`config.mk`:
```
export PLATFORM = sky130hd
export DESIGN_NAME = stepper_phase_ctrl
export DESIGN_NICKNAME = d
export VERILOG_FILES = /design/src/rtl/stepper_pkg.sv /design/src/rtl/johnson_shift_bidir.sv /design/src/rtl/stepper_phase_ctrl.sv
export SDC_FILE = /design/constraint.sdc
export NUM_CORES = 1
export LEC_CHECK = 0
export CORE_MARGIN = 2
export CORE_UTILIZATION = 47
export DETAILED_ROUTE_END_ITERATION = 8
export PLACE_DENSITY = 0.75
export SLEW_MARGIN = 15
export SYNTH_ARGS = -nofsm -noshare
export SYNTH_HDL_FRONTEND = slang
export SYNTH_HIERARCHICAL = 1
export SYNTH_SLANG_ARGS = --single-unit
```
`constraint.sdc`:
```
create_clock -name clk -period 2.76 [get_ports clk]
set_clock_uncertainty 0.2 [all_clocks]
set_input_delay 0.414 -clock clk [delete_from_list [all_inputs] [get_ports clk]]
set_output_delay 0.414 -clock clk [all_outputs]
set_load 0.005 [all_outputs]
```
`src/rtl/stepper_pkg.sv`:
```
// Shared types and constants for the stepper phase controller.
package stepper_pkg;
  typedef enum logic {ST_IDLE, ST_RUN} state_t;

  localparam logic DIR_FWD = 1'b0;
  localparam logic DIR_REV = 1'b1;
endpackage

```
`src/rtl/johnson_shift_bidir.sv`:
```
// Bidirectional N-bit Johnson register; clear and step are synchronous, reset is async.
module johnson_shift_bidir
  import stepper_pkg::*;
#(
  parameter int N = 4
) (
  input  logic         clk,
  input  logic         rst,
  input  logic         clr,
  input  logic         en,
  input  logic         dir,
  output logic [N-1:0] q
);

  always_ff @(posedge clk or negedge rst) begin
    if (!rst) begin
      q <= '0;
    end else if (clr) begin
      q <= '0;
    end else if (en) begin
      if (dir == DIR_REV) q <= {q[N-2:0], ~q[N-1]};
      else                q <= {~q[0], q[N-1:1]};
    end
  end

endmodule

```
`src/rtl/stepper_phase_ctrl.sv`:
```
// Move sequencer: latches a step request and walks the Johnson phase one position
// every period+1 cycles, with abort, homing and a completion pulse.
//
// state   | meaning
// IDLE    | holding phase; accepts start (or home when no start)
// RUN     | move in progress; prescaler counts down, steps on terminal count
module stepper_phase_ctrl
  import stepper_pkg::*;
#(
  parameter int N     = 4,
  parameter int CNT_W = 16,
  parameter int DIV_W = 16
) (
  input  logic             clk,
  input  logic             rst,
  input  logic             start,
  input  logic             dir,
  input  logic [CNT_W-1:0] steps,
  input  logic [DIV_W-1:0] period,
  input  logic             abort,
  input  logic             home,
  output logic [N-1:0]     phase,
  output logic             busy,
  output logic             done,
  output logic             step_stb,
  output logic [CNT_W-1:0] steps_left,
  output logic             aborted
);

  localparam logic [CNT_W-1:0] CNT_ONE = CNT_W'(1);
  localparam logic [DIV_W-1:0] DIV_ONE = DIV_W'(1);

  state_t           state, state_n;
  logic [DIV_W-1:0] prescaler, prescaler_n;
  logic [DIV_W-1:0] period_q, period_n;
  logic             dir_q, dir_n;
  logic             busy_n, done_n, stb_n, aborted_n;
  logic [CNT_W-1:0] left_n;
  logic             sh_clr, sh_en;

  always_ff @(posedge clk or negedge rst) begin
    if (!rst) begin
      state      <= ST_IDLE;
      prescaler  <= '0;
      period_q   <= '0;
      dir_q      <= DIR_FWD;
      busy       <= 1'b0;
      done       <= 1'b0;
      step_stb   <= 1'b0;
      steps_left <= '0;
      aborted    <= 1'b0;
    end else begin
      state      <= state_n;
      prescaler  <= prescaler_n;
      period_q   <= period_n;
      dir_q      <= dir_n;
      busy       <= busy_n;
      done       <= done_n;
      step_stb   <= stb_n;
      steps_left <= left_n;
      aborted    <= aborted_n;
    end
  end

  always_comb begin
    state_n     = state;
    prescaler_n = prescaler;
    period_n    = period_q;
    dir_n       = dir_q;
    busy_n      = busy;
    done_n      = 1'b0;
    stb_n       = 1'b0;
    left_n      = steps_left;
    aborted_n   = aborted;
    sh_clr      = 1'b0;
    sh_en       = 1'b0;

    case (state)
      ST_IDLE: begin
        if (start) begin
          aborted_n = 1'b0;
          if (steps != '0) begin
            dir_n       = dir;
            period_n    = period;
            left_n      = steps;
            prescaler_n = period;
            busy_n      = 1'b1;
            state_n     = ST_RUN;
          end else begin
            done_n = 1'b1;
          end
        end else if (home) begin
          sh_clr = 1'b1;
        end
      end
      ST_RUN: begin
        if (abort) begin
          state_n   = ST_IDLE;
          busy_n    = 1'b0;
          done_n    = 1'b1;
          aborted_n = 1'b1;
        end else if (prescaler != '0) begin
          prescaler_n = prescaler - DIV_ONE;
        end else begin
          sh_en       = 1'b1;
          stb_n       = 1'b1;
          left_n      = steps_left - CNT_ONE;
          prescaler_n = period_q;
          // Last step leaves RUN on the same edge that presents it.
          if (steps_left == CNT_ONE) begin
            state_n = ST_IDLE;
            busy_n  = 1'b0;
            done_n  = 1'b1;
          end
        end
      end
      default: state_n = ST_IDLE;
    endcase
  end

  johnson_shift_bidir #(.N(N)) u_phase (
    .clk (clk),
    .rst (rst),
    .clr (sh_clr),
    .en  (sh_en),
    .dir (dir_q),
    .q   (phase)
  );

endmodule

```
==> results.json, run 1 <==
{
  "grt_overflow_total": 0,
  "start_kind": "flip-flop",
  "path_cells": "inv_2 > ha_4 > or3b_4 > or4_4 > or4_4 > a21o_1 > a221o_1",
  "peakVddDrop_mv": 0.576,
  "top_layer": "met4",
  "wl_um": 9610,
  "vias_per_cell": 6.15,
  "finalSetupViolations": 0,
  "syn2layout_area_growth_pct": 37.1,
  "syn_inst": 378,
  "hold_class": "reg -> reg",
  "worst_slew_pin_slew_ps": 712,
  "rsz0062_at_grt": "true",
  "synth_mux_area_frac": 0.0153,
  "antennaDiodeCount": 0,
  "synth_ff_type": "dfrtp_1",
  "dr_total_vias": 3427,
  "max_freq_ghz": 0.367,
  "path_buf_inv": 1,
  "multi_input_area_um2": 1710,
  "min_period_ps": 2720,
  "synth_edf_count": 0,
  "yosysTopAreaCell": "dfrtp_1",
  "critPathMaxFanout": 3,
  "synth_fa_ha_area_frac": 0.0153,
  "core-area_um2": 6760,
  "met3_length_um": 629,
  "clkTransAtPathRegs_ps": 70,
  "crit_type": "reg -> reg",
  "htree_levels": 3,
  "cp_common_cell": "or4_4",
  "drt_iter0_drc": 217,
  "regArea_um2": 1450,
  "synth_cell_types": 59,
  "cpMaxStageDelayCell": "or4_4",
  "io_pins": 62,
  "gp_congestion": 0.924,
  "yosysWarnings": 6,
  "hpwl_um": 6780,
  "critPathRequiredTime_ps": 2780,
  "critPathCaptureType": "flip-flop",
  "drv_cap": 0,
  "wl_met2_um": 4670,
  "track_usage": 0.264,
  "synth-seq-cells": 58,
  "first_global_vias": 3147,
  "antenna_found_initial": 0,
  "power_density_nw_per_um2": 739,
  "start_util": 0.485,
  "cts_tree": "yes",
  "cts_inserted_buffers": 9,
  "grt_pass1_wl_um": 15700,
  "drive_gt1_frac": 0.149,
  "clkLatencyLatePin_ps": 330,
  "num_rows": 30,
  "die_w_um": 87.5,
  "mappedNetlistNets": 420,
  "hold_viol": 0,
  "placed_area_um2": 4230,
  "dpl.cell_count": 536,
  "combPwrFrac": 0.364,
  "worstPathArrival_ps": 2740,
  "postLayoutCellArea_um2": 4490,
  "fin_crit_sh": 0.986,
  "p_leak_nw": 1.91,
  "swShare": 0.349,
  "cts_sinks": 58,
  "grt_start_max_net_pins": 31,
  "yosysTopAreaCellShare": 0.443,
  "layout.nets": 514,
  "clock_path_buffers": 2,
  "r2r_setup_slack_ps": 40,
  "layout_common_cells": "nand2_1 (60), clkdlybuf4s50_1 (60), dfrtp_1 (58), buf_4 (39), nor2_1 (31)",
  "firstDrtPassIters": 5,
  "numPortBuffers": 61,
  "hold_slack_ps": 273,
  "die_area_um2": 7650,
  "power.switching_w": 0.00116,
  "synth_top_family_by_area": "simple AND/OR/NAND/NOR gates",
  "maxSlewHeadroom": 0.525,
  "outcome": "complete, no violations",
  "p_seq_frac": 0.391,
  "yosys.area_share.simple": 0.240,
  "m1WireLength_um": 4180,
  "critPathTopFamily": "simple AND/OR/NAND/NOR gates",
  "fillers": 551,
  "synth_compound_area_frac": 0.221,
  "synthTopCellsByArea": "dfrtp_1 (44%), nand2_1 (6.9%), a21oi_1 (4.1%), o21ai_0 (4.1%), nor2_1 (3.6%)",
  "clkPwrFrac": 0.244,
  "final-max-slew-violation-count": 0,
  "stdcell_count": 557,
  "ys_seq_area_frac": 0.443,
  "synth_area_um2": 3270,
  "max_stage_delay_ps": 510,
  "route.detailed.drc": 0,
  "fp.dieH_um": 87.5,
  "synthArstFlopShare": 1.00,
  "postRouteAntennaNets": 0,
  "synth-xor-area-share": 0.0214,
  "root_buffer": "clkbuf_8",
  "wl_per_cell_um": 17.3,
  "p_int_w": 0.00216,
  "syn_area_per_cell_um2": 8.66
}
power by group through the flow:
stage / Combinational [W] / Clock, W / Sequential, W
finish: 0.00121 / 0.000811 / 0.00130
global route: 0.00133 / 0.000864 / 0.00133
CTS: 0.00118 / 0.000818 / 0.00129
detailed placement: 0.00115 / 0 / 0.00130
global placement: 0.00112 / 0 / 0.00130
floorplan: 0.000609 / 0 / 0.00128
worst min-delay path: cells and delay by family, from the launching register on:
family        cells  cell delay (ps)
flops             1              340
simple gates      2              100
cell type report:
| class | instances | share of cell area |
|---|---|---|
| clock buffers | 12 | 0.0346 |
| inverters | 16 | 0.0134 |
| flip-flops and latches | 58 | 0.323 |
| multi-input cells | 283 | 0.380 |
| clock inverters | 4 | 0.0111 |
| repair buffers | 104 | 0.216 |
| well taps | 80 | 0.0223 |
path summary, 6_finish.rpt:
path	startpoint	end	depth (start not counted)
min in group asynchronous	rst	steps_left[14]	2
worst min register to register	period_q[13]	period_q[13]	2
max in group asynchronous	rst	prescaler[13]	3
worst min-delay path	period_q[13]	period_q[13]	2
worst max-delay path	steps_left[1]	steps_left[12]	7
worst max register to register	steps_left[1]	steps_left[12]	7
per-layer routing:
metal / up-vias / global-route usage
met2: 157 / 0.426
met1: 1690 / 0.368
met4: 0 / 0.0797
li1: 1566 / -
met5: - / 0
met3: 14 / 0.0360
registers in the layout, summed over array words and instances (netlist names):
name and cells:
state 1, step_stb 1, aborted 1, busy 1, period_q 16, prescaler 16, steps_left 16, done 1
dir_q 1, u_phase/q 4
cell families (layout without fill, tap and decap cells):
kind of cell / after synthesis / count (layout)
and+or+nand+nor: 157 / 157
AOI/OAI and AO/OA: 109 / 109
DFF: 58 / 58
buffers and inverters: 37 / 136
xor gates and xnor gates: 8 / 8
muxes: 5 / 5
adders and majority gates: 4 / 4
timing repair:
| action | CTS | global route |
|---|---|---|
| pin swaps | 1 | 3 |
| hold buffers | 1 | 0 |
| endpoints found under the setup margin | 1 | 3 |
| setup buffers | 1 | 3 |
| gates resized for setup | 1 | 4 |
| endpoints found under the hold margin | 28 | 0 |
per-stage QoR:
stage / util / worst slack, ps / total power, W / TNS (ps)
6_report: 0.665 / 38.7 / 0.00332 / 0
5_1_grt: 0.665 / -18.3 / 0.00353 / -18.3
4_1_cts: 0.659 / 28.6 / 0.00329 / 0
3_5_place_dp: 0.626 / 32.3 / 0.00245 / 0
3_3_place_gp: 0.626 / 42.8 / 0.00241 / 0
2_1_floorplan: - / 60.2 / 0.00189 / 0
synthesized netlist by cell type (4+ instances only):
| library cell | instances |
|---|---|
| nand2_1 | 60 |
| mux2i_1 | 5 |
| xnor2_1 | 6 |
| inv_1 | 15 |
| nor3_1 | 14 |
| a21oi_1 | 27 |
| ha_1 | 4 |
| o21a_1 | 5 |
| clkbuf_1 | 18 |
| nor2_1 | 31 |
| nand2b_1 | 4 |
| o22a_1 | 4 |
| dfrtp_1 | 58 |
| nand4_1 | 7 |
| o21ai_0 | 27 |
| a21o_1 | 4 |
| nor4_1 | 10 |
| nand3_1 | 8 |
| o32ai_1 | 4 |
| o31ai_1 | 4 |
| o211ai_1 | 6 |
(Power assumes the default switching activity.)
==> run 2, diff against run 1 <==
ABC_AREA = 1   (was not set)
CORE_UTILIZATION = 49   (was 47)
PLACE_DENSITY = 0.76   (was 0.75)
==> run 2 against run 1 <==
Effect of this change:
- die area increased by 14%
- final area increased by 6.6%
- highest routed layer unchanged
- register-to-register slack improved by 410 ps
- first-iteration DRC count decreased by 20%
- core utilization decreased by 4.5 points
==> results.json, run 2 <==
{
  "io_pins": 62,
  "clkTransAtPathRegs_ps": 70,
  "worst_slew_pin_slew_ps": 607,
  "wl_um": 9790,
  "layout.nets": 703,
  "critPathMaxFanout": 22,
  "path_buf_inv": 4,
  "ys_seq_area_frac": 0.371,
  "first_global_vias": 3745,
  "postRouteAntennaNets": 0,
  "layout_common_cells": "nand2_1 (220), nor2_1 (77), nand3_1 (66), inv_1 (64), clkdlybuf4s50_1 (60)",
  "dr_total_vias": 3951,
  "syn2layout_area_growth_pct": 22.5,
  "dpl.cell_count": 751,
  "worstSetupPathDepth": 13,
  "yosysTopAreaCell": "dfrtp_1",
  "maxSlewHeadroom": 0.595,
  "outcome": "complete, no violations",
  "synth-seq-cells": 58,
  "hold_class": "reg -> reg",
  "clock_path_buffers": 2,
  "grt_start_max_net_pins": 39,
  "cts_tree": "yes",
  "reg.largest.list": "period_q (16), prescaler (16), steps_left (16)",
  "fp.dieH_um": 93.3,
  "synth_ff_type": "dfrtp_1",
  "gp_congestion": 0.883,
  "synth_common_cells": "nand2_1 (220), nor2_1 (77), nand3_1 (66)",
  "drive_gt1_frac": 0.0797,
  "r2r_cells": 13,
  "min_period_ps": 2310,
  "hold_viol": 0,
  "grt_overflow_total": 0,
  "crit_start": "prescaler[0]",
  "placed_area_um2": 4570,
  "antennaDiodeCount": 0,
  "ctsResizeCount": 0,
  "power.switching_w": 0.00141,
  "synth_area_um2": 3910,
  "worstPathArrival_ps": 2340,
  "setup_tns_ps": 0,
  "mappedNetlistNets": 641,
  "reg2reg_to": "steps_left[15]",
  "syn_area_per_cell_um2": 6.52,
  "synth_most_common_cell": "nand2_1",
  "wl_per_cell_um": 12.8,
  "p_leak_nw": 2.46,
  "hpwl_um": 7410,
  "crit_type": "reg -> reg",
  "final-max-slew-violation-count": 0,
  "yosysWarnings": 6,
  "synthTopCellsByArea": "dfrtp_1 (37%), nand2_1 (21%), nand3_1 (8.5%), nor2_1 (7.4%), inv_1 (6.1%)",
  "rsz0062_at_grt": "false",
  "num_rows": 32,
  "fin_crit_sh": 0.837,
  "cts_sinks": 58,
  "max_stage_delay_ps": 380,
  "synth_cell_types": 28,
  "root_buffer": "clkbuf_8",
  "critPathTopFamily": "simple AND/OR/NAND/NOR gates",
  "numPortBuffers": 61,
  "crit_path_end": "steps_left[15]",
  "critPathCaptureType": "flip-flop",
  "htree_levels": 3,
  "synthArstFlopShare": 1.00,
  "finalSetupViolations": 0,
  "critPathRequiredTime_ps": 2790,
  "firstDrtPassIters": 4,
  "max_freq_ghz": 0.433,
  "drv_cap": 0,
  "start_util": 0.506,
  "combPwrFrac": 0.387,
  "syn_inst": 599,
  "power_density_nw_per_um2": 734,
  "path_cells": "inv_1 > ha_1 > inv_1 > nor2_2 > nand3_4 > nor2_8 > nand2_4 > clkinv_4 > nand2_4 > nand2_4 > inv_2 > nand2_1 > nand2_1",
  "start_kind": "flip-flop",
  "vias_per_cell": 5.15,
  "stdcell_count": 767,
  "track_usage": 0.237,
  "clkLatencyLatePin_ps": 340,
  "final_common_cell": "nand2_1",
  "peakVddDrop_mv": 0.355,
  "r2r_setup_slack_ps": 450,
  "grt_pass1_wl_um": 16500,
  "drt_iter0_drc": 173,
  "synth_edf_count": 0,
  "die_w_um": 93.3,
  "postLayoutCellArea_um2": 4790,
  "route.detailed.drc": 0,
  "cpMaxStageDelayCell": "dfrtp_1",
  "p_seq_frac": 0.382,
  "cp_common_cell": "nand2_4",
  "power.total_w": 0.00351,
  "antenna_found_initial": 0,
  "die_area_um2": 8700,
  "core-area_um2": 7730,
  "clkPwrFrac": 0.231,
  "crit-reg2reg-launch": "prescaler[0]",
  "p_int_w": 0.00210,
  "swShare": 0.402,
  "cts_inserted_buffers": 9,
  "yosysTopAreaCellShare": 0.371
}
==> run 2: cell families (layout without fill, tap and decap cells) <==
logic type,after synthesis,after routing,share of synthesized area
AOI/OAI and AO/OA,49,49,0.0647
xor gates and xnor gates,3,3,0.00673
adders and majority gates,4,4,0.0128
buffers and inverters,85,151,0.0945
DFF,58,58,0.371
and+or+nand+nor,400,400,0.450
==> run 2: power groups by stage <==
stage	sequential, W	combinational, W	clock (W)
2_1_floorplan	0.00128	0.000929	0
3_3_place_gp	0.00135	0.00132	0
3_5_place_dp	0.00135	0.00135	0
4_1_cts	0.00134	0.00136	0.000824
5_1_grt	0.00137	0.00154	0.000874
6_report	0.00134	0.00136	0.000813
==> run 2: worst min-delay path, stage by stage, from the launching register on <==
cell,delay [ps]
dfrtp_1,350
nand2_1,60
nand2_1,50
==> run 2: area by class of cell <==
type / count / area (um2)
repair buffers: 67 / 653
flip-flops and latches: 58 / 1450
clock inverters: 4 / 51.3
inverters: 69 / 264
fillers: 698 / 2940
well taps: 102 / 128
multi-input cells: 456 / 2090
clock buffers: 11 / 151
==> run 2: metrics by stage <==
stage,setup WS (ps),utilization,hold WS (ps)
after floorplan,885,-,-81.6
final,451,0.619,283
after global routing,278,0.619,318
after global placement,312,0.592,202
after CTS,462,0.619,284
after detailed placement,249,0.592,201
==> run 2: what timing repair did <==
action	in CTS	in global routing
buffers inserted	0	0
hold buffers	1	0
endpoints found under the hold margin	20	0
==> run 2: per-layer routing <==
| metal | routed length (um) | GRT usage | up-vias |
|---|---|---|---|
| met5 | 0 | 0 | - |
| met3 | 510 | 0.0443 | 21 |
| met2 | 4650 | 0.389 | 117 |
| li1 | - | - | 2000 |
| met4 | 230 | 0.103 | 0 |
| met1 | 4400 | 0.306 | 1813 |
==> run 2: how the worst min path moves through the flow <==
stage,slack (ps),start,cells past startpoint,endpoint
floorplan,-80,rst,0,aborted
global placement,200,rst,1,prescaler[13]
detailed placement,200,rst,1,prescaler[14]
CTS,280,period_q[3],2,period_q[3]
global route,320,period_q[3],2,period_q[3]
finish,280,period_q[7],2,period_q[7]
==> run 3, diff against run 2 <==
CORE_UTILIZATION = 54   (was 49)
PLACE_DENSITY = 0.79   (was 0.76)
clock period = 2.14 ns   (was 2.76 ns; I/O delays follow)
==> run 3 against run 2 <==
Effect of this change:
- die area shrank 8.9%
- sequential power grew 29%
- count of clock-buffer cells in the layout is the same
- global-route usage grew 3.7 points
- routed wire length grew 4.3%
- largest cell class unchanged
- final cell count grew 1.2%
- largest power group unchanged
- via count grew 3.1%
- non-clock buffer count grew 12
- fmax grew 16%
- final area grew 3.0%
==> results.json, run 3 (synthesis gave the netlist of run 2 again) <==
{
  "outcome": "complete, no violations",
  "drt_iter0_drc": 210,
  "layout.nets": 715,
  "gp_congestion": 0.950,
  "antennaDiodeCount": 0,
  "clkPwrFrac": 0.228,
  "hold_class": "in -> async",
  "postRouteAntennaNets": 0,
  "crit_type": "reg -> reg",
  "fillers": 616,
  "clkLatencyLatePin_ps": 350,
  "die_w_um": 89.1,
  "path_cells": "inv_1 > ha_1 > inv_1 > nor2_4 > nand3_4 > nor2_8 > nand2_4 > clkinv_4 > nand2_4 > inv_1 > inv_1 > nor2_4 > nand3_1 > nand2_1",
  "fin_util": 0.691,
  "final_common_cell": "nand2_1",
  "power_density_nw_per_um2": 933,
  "vias_per_cell": 5.25,
  "dpl.cell_count": 760,
  "setup_tns_ps": 0,
  "start_kind": "flip-flop",
  "wl_um": 10200,
  "critPathCaptureType": "flip-flop",
  "grt_overflow_total": 0,
  "maxSlewHeadroom": 0.670,
  "cts_sinks": 58,
  "worstPathArrival_ps": 2080,
  "start_util": 0.548,
  "antenna_found_initial": 0,
  "dr_total_vias": 4073,
  "root_buffer": "clkbuf_8",
  "route.detailed.drc": 0,
  "htree_levels": 3,
  "hpwl_um": 7490,
  "drive_gt1_frac": 0.0990,
  "layout_common_cells": "nand2_1 (220), nor2_1 (77), nand3_1 (66), inv_1 (63), clkdlybuf4s50_1 (60)",
  "reg2reg_to": "u_phase/q[3]",
  "die_area_um2": 7930,
  "cts_inserted_buffers": 9,
  "reg.largest.list": "period_q (16), prescaler (16), steps_left (16)",
  "grt_start_max_net_pins": 31,
  "grt_pass1_wl_um": 17000,
  "rsz0062_at_grt": "false",
  "final-max-slew-violation-count": 0,
  "max_stage_delay_ps": 380,
  "r2r_setup_slack_ps": 150,
  "fin_crit_sh": 0.930,
  "p_int_w": 0.00276,
  "num_rows": 31,
  "r2r_cells": 14,
  "track_usage": 0.274,
  "clkTransAtPathRegs_ps": 70,
  "power.total_w": 0.00460,
  "peakVddDrop_mv": 0.626,
  "first_global_vias": 3891,
  "max_freq_ghz": 0.503,
  "numPortBuffers": 61,
  "finalSetupViolations": 0,
  "fp.dieH_um": 89.1,
  "cp_common_cell": "inv_1",
  "stdcell_count": 776,
  "swShare": 0.401,
  "crit-reg2reg-launch": "prescaler[1]",
  "combPwrFrac": 0.397,
  "drv_cap": 0,
  "critPathMaxFanout": 4,
  "clock_path_buffers": 2,
  "core-area_um2": 7140,
  "p_seq_frac": 0.375,
  "postLayoutCellArea_um2": 4930,
  "firstDrtPassIters": 5,
  "critPathRequiredTime_ps": 2230,
  "min_period_ps": 1990,
  "worst_slew_pin_slew_ps": 494,
  "io_pins": 62,
  "p_leak_nw": 2.54,
  "hold_viol": 0,
  "placed_area_um2": 4710,
  "syn2layout_area_growth_pct": 26.2,
  "cts_tree": "yes",
  "cpMaxStageDelayCell": "dfrtp_1",
  "wl_per_cell_um": 13.2,
  "power.switching_w": 0.00184
}
run 3: cell types whose count changed in the layout (fill, tap and decap cells not counted):
cell / before / now
buf_4: 5 / 13
buf_12: 0 / 4
inv_1: 64 / 63
inv_2: 4 / 5
nor2_2: 6 / 5
nor2_4: 4 / 5
o21bai_1: 2 / 1
o21bai_2: 0 / 1
run 3: critical path: cells and delay by family, from the launching register on:
family                   cells  cell delay [ps]
adder cells (fa/ha/maj)      1              190
flip-flops                   1              380
buffers and inverters        5              430
AND/OR/NAND/NOR              8              730
run 3: layout make-up:
| type | instances | area (um2) | share of cell area |
|---|---|---|---|
| clock buffers | 11 | 151 | 0.0307 |
| clock inverters | 4 | 51.3 | 0.0104 |
| inverters | 69 | 264 | 0.0535 |
| multi-input cells | 456 | 2100 | 0.425 |
| flip-flops and latches | 58 | 1450 | 0.294 |
| well taps | 99 | 124 | 0.0251 |
| repair buffers | 79 | 793 | 0.161 |
run 3: worst max-delay path by stage:
stage | slack, ps | startpoint | to
2_1_floorplan | 260 | prescaler[0] | steps_left[12]
3_3_place_gp | 90 | steps[1] | prescaler[13]
3_5_place_dp | 50 | steps[2] | prescaler[12]
4_1_cts | 80 | prescaler[0] | u_phase/q[3]
5_1_grt | 3 | prescaler[1] | u_phase/q[0]
6_report | 150 | prescaler[1] | u_phase/q[3]
run 3: repair_timing:
| action | 4_1_cts | 5_1_grt |
|---|---|---|
| resized for setup | 0 | 3 |
| buffers inserted | 0 | 0 |
| hold buffers | 1 | 0 |
| hold endpoints to repair | 17 | 0 |
| endpoints found under the setup margin | 0 | 10 |
run 3: routing by layer:
metal | vias to the layer above | GRT usage | share of wire
met5 | - | 0 | 0
li1 | 2012 | - | -
met2 | 140 | 0.477 | 0.51
met4 | 0 | 0.122 | 0.024
met1 | 1896 | 0.338 | 0.41
met3 | 25 | 0.0406 | 0.054
run 3: through the flow:
step | setup WS (ps) | hold WS, ps
final | 150 | 263
after global placement | 88.1 | 113
after global routing | 2.60 | 305
after floorplan | 265 | -175
after CTS | 82.7 | 278
after detailed placement | 52.8 | 113
run 3: power by group through the flow:
| stage | Sequential (W) | Combinational (W) | Clock, W |
|---|---|---|---|
| 2_1_floorplan | 0.00165 | 0.00120 | 0 |
| 3_3_place_gp | 0.00172 | 0.00174 | 0 |
| 3_5_place_dp | 0.00173 | 0.00180 | 0 |
| 4_1_cts | 0.00171 | 0.00182 | 0.00106 |
| 5_1_grt | 0.00177 | 0.00207 | 0.00110 |
| 6_report | 0.00173 | 0.00183 | 0.00105 |
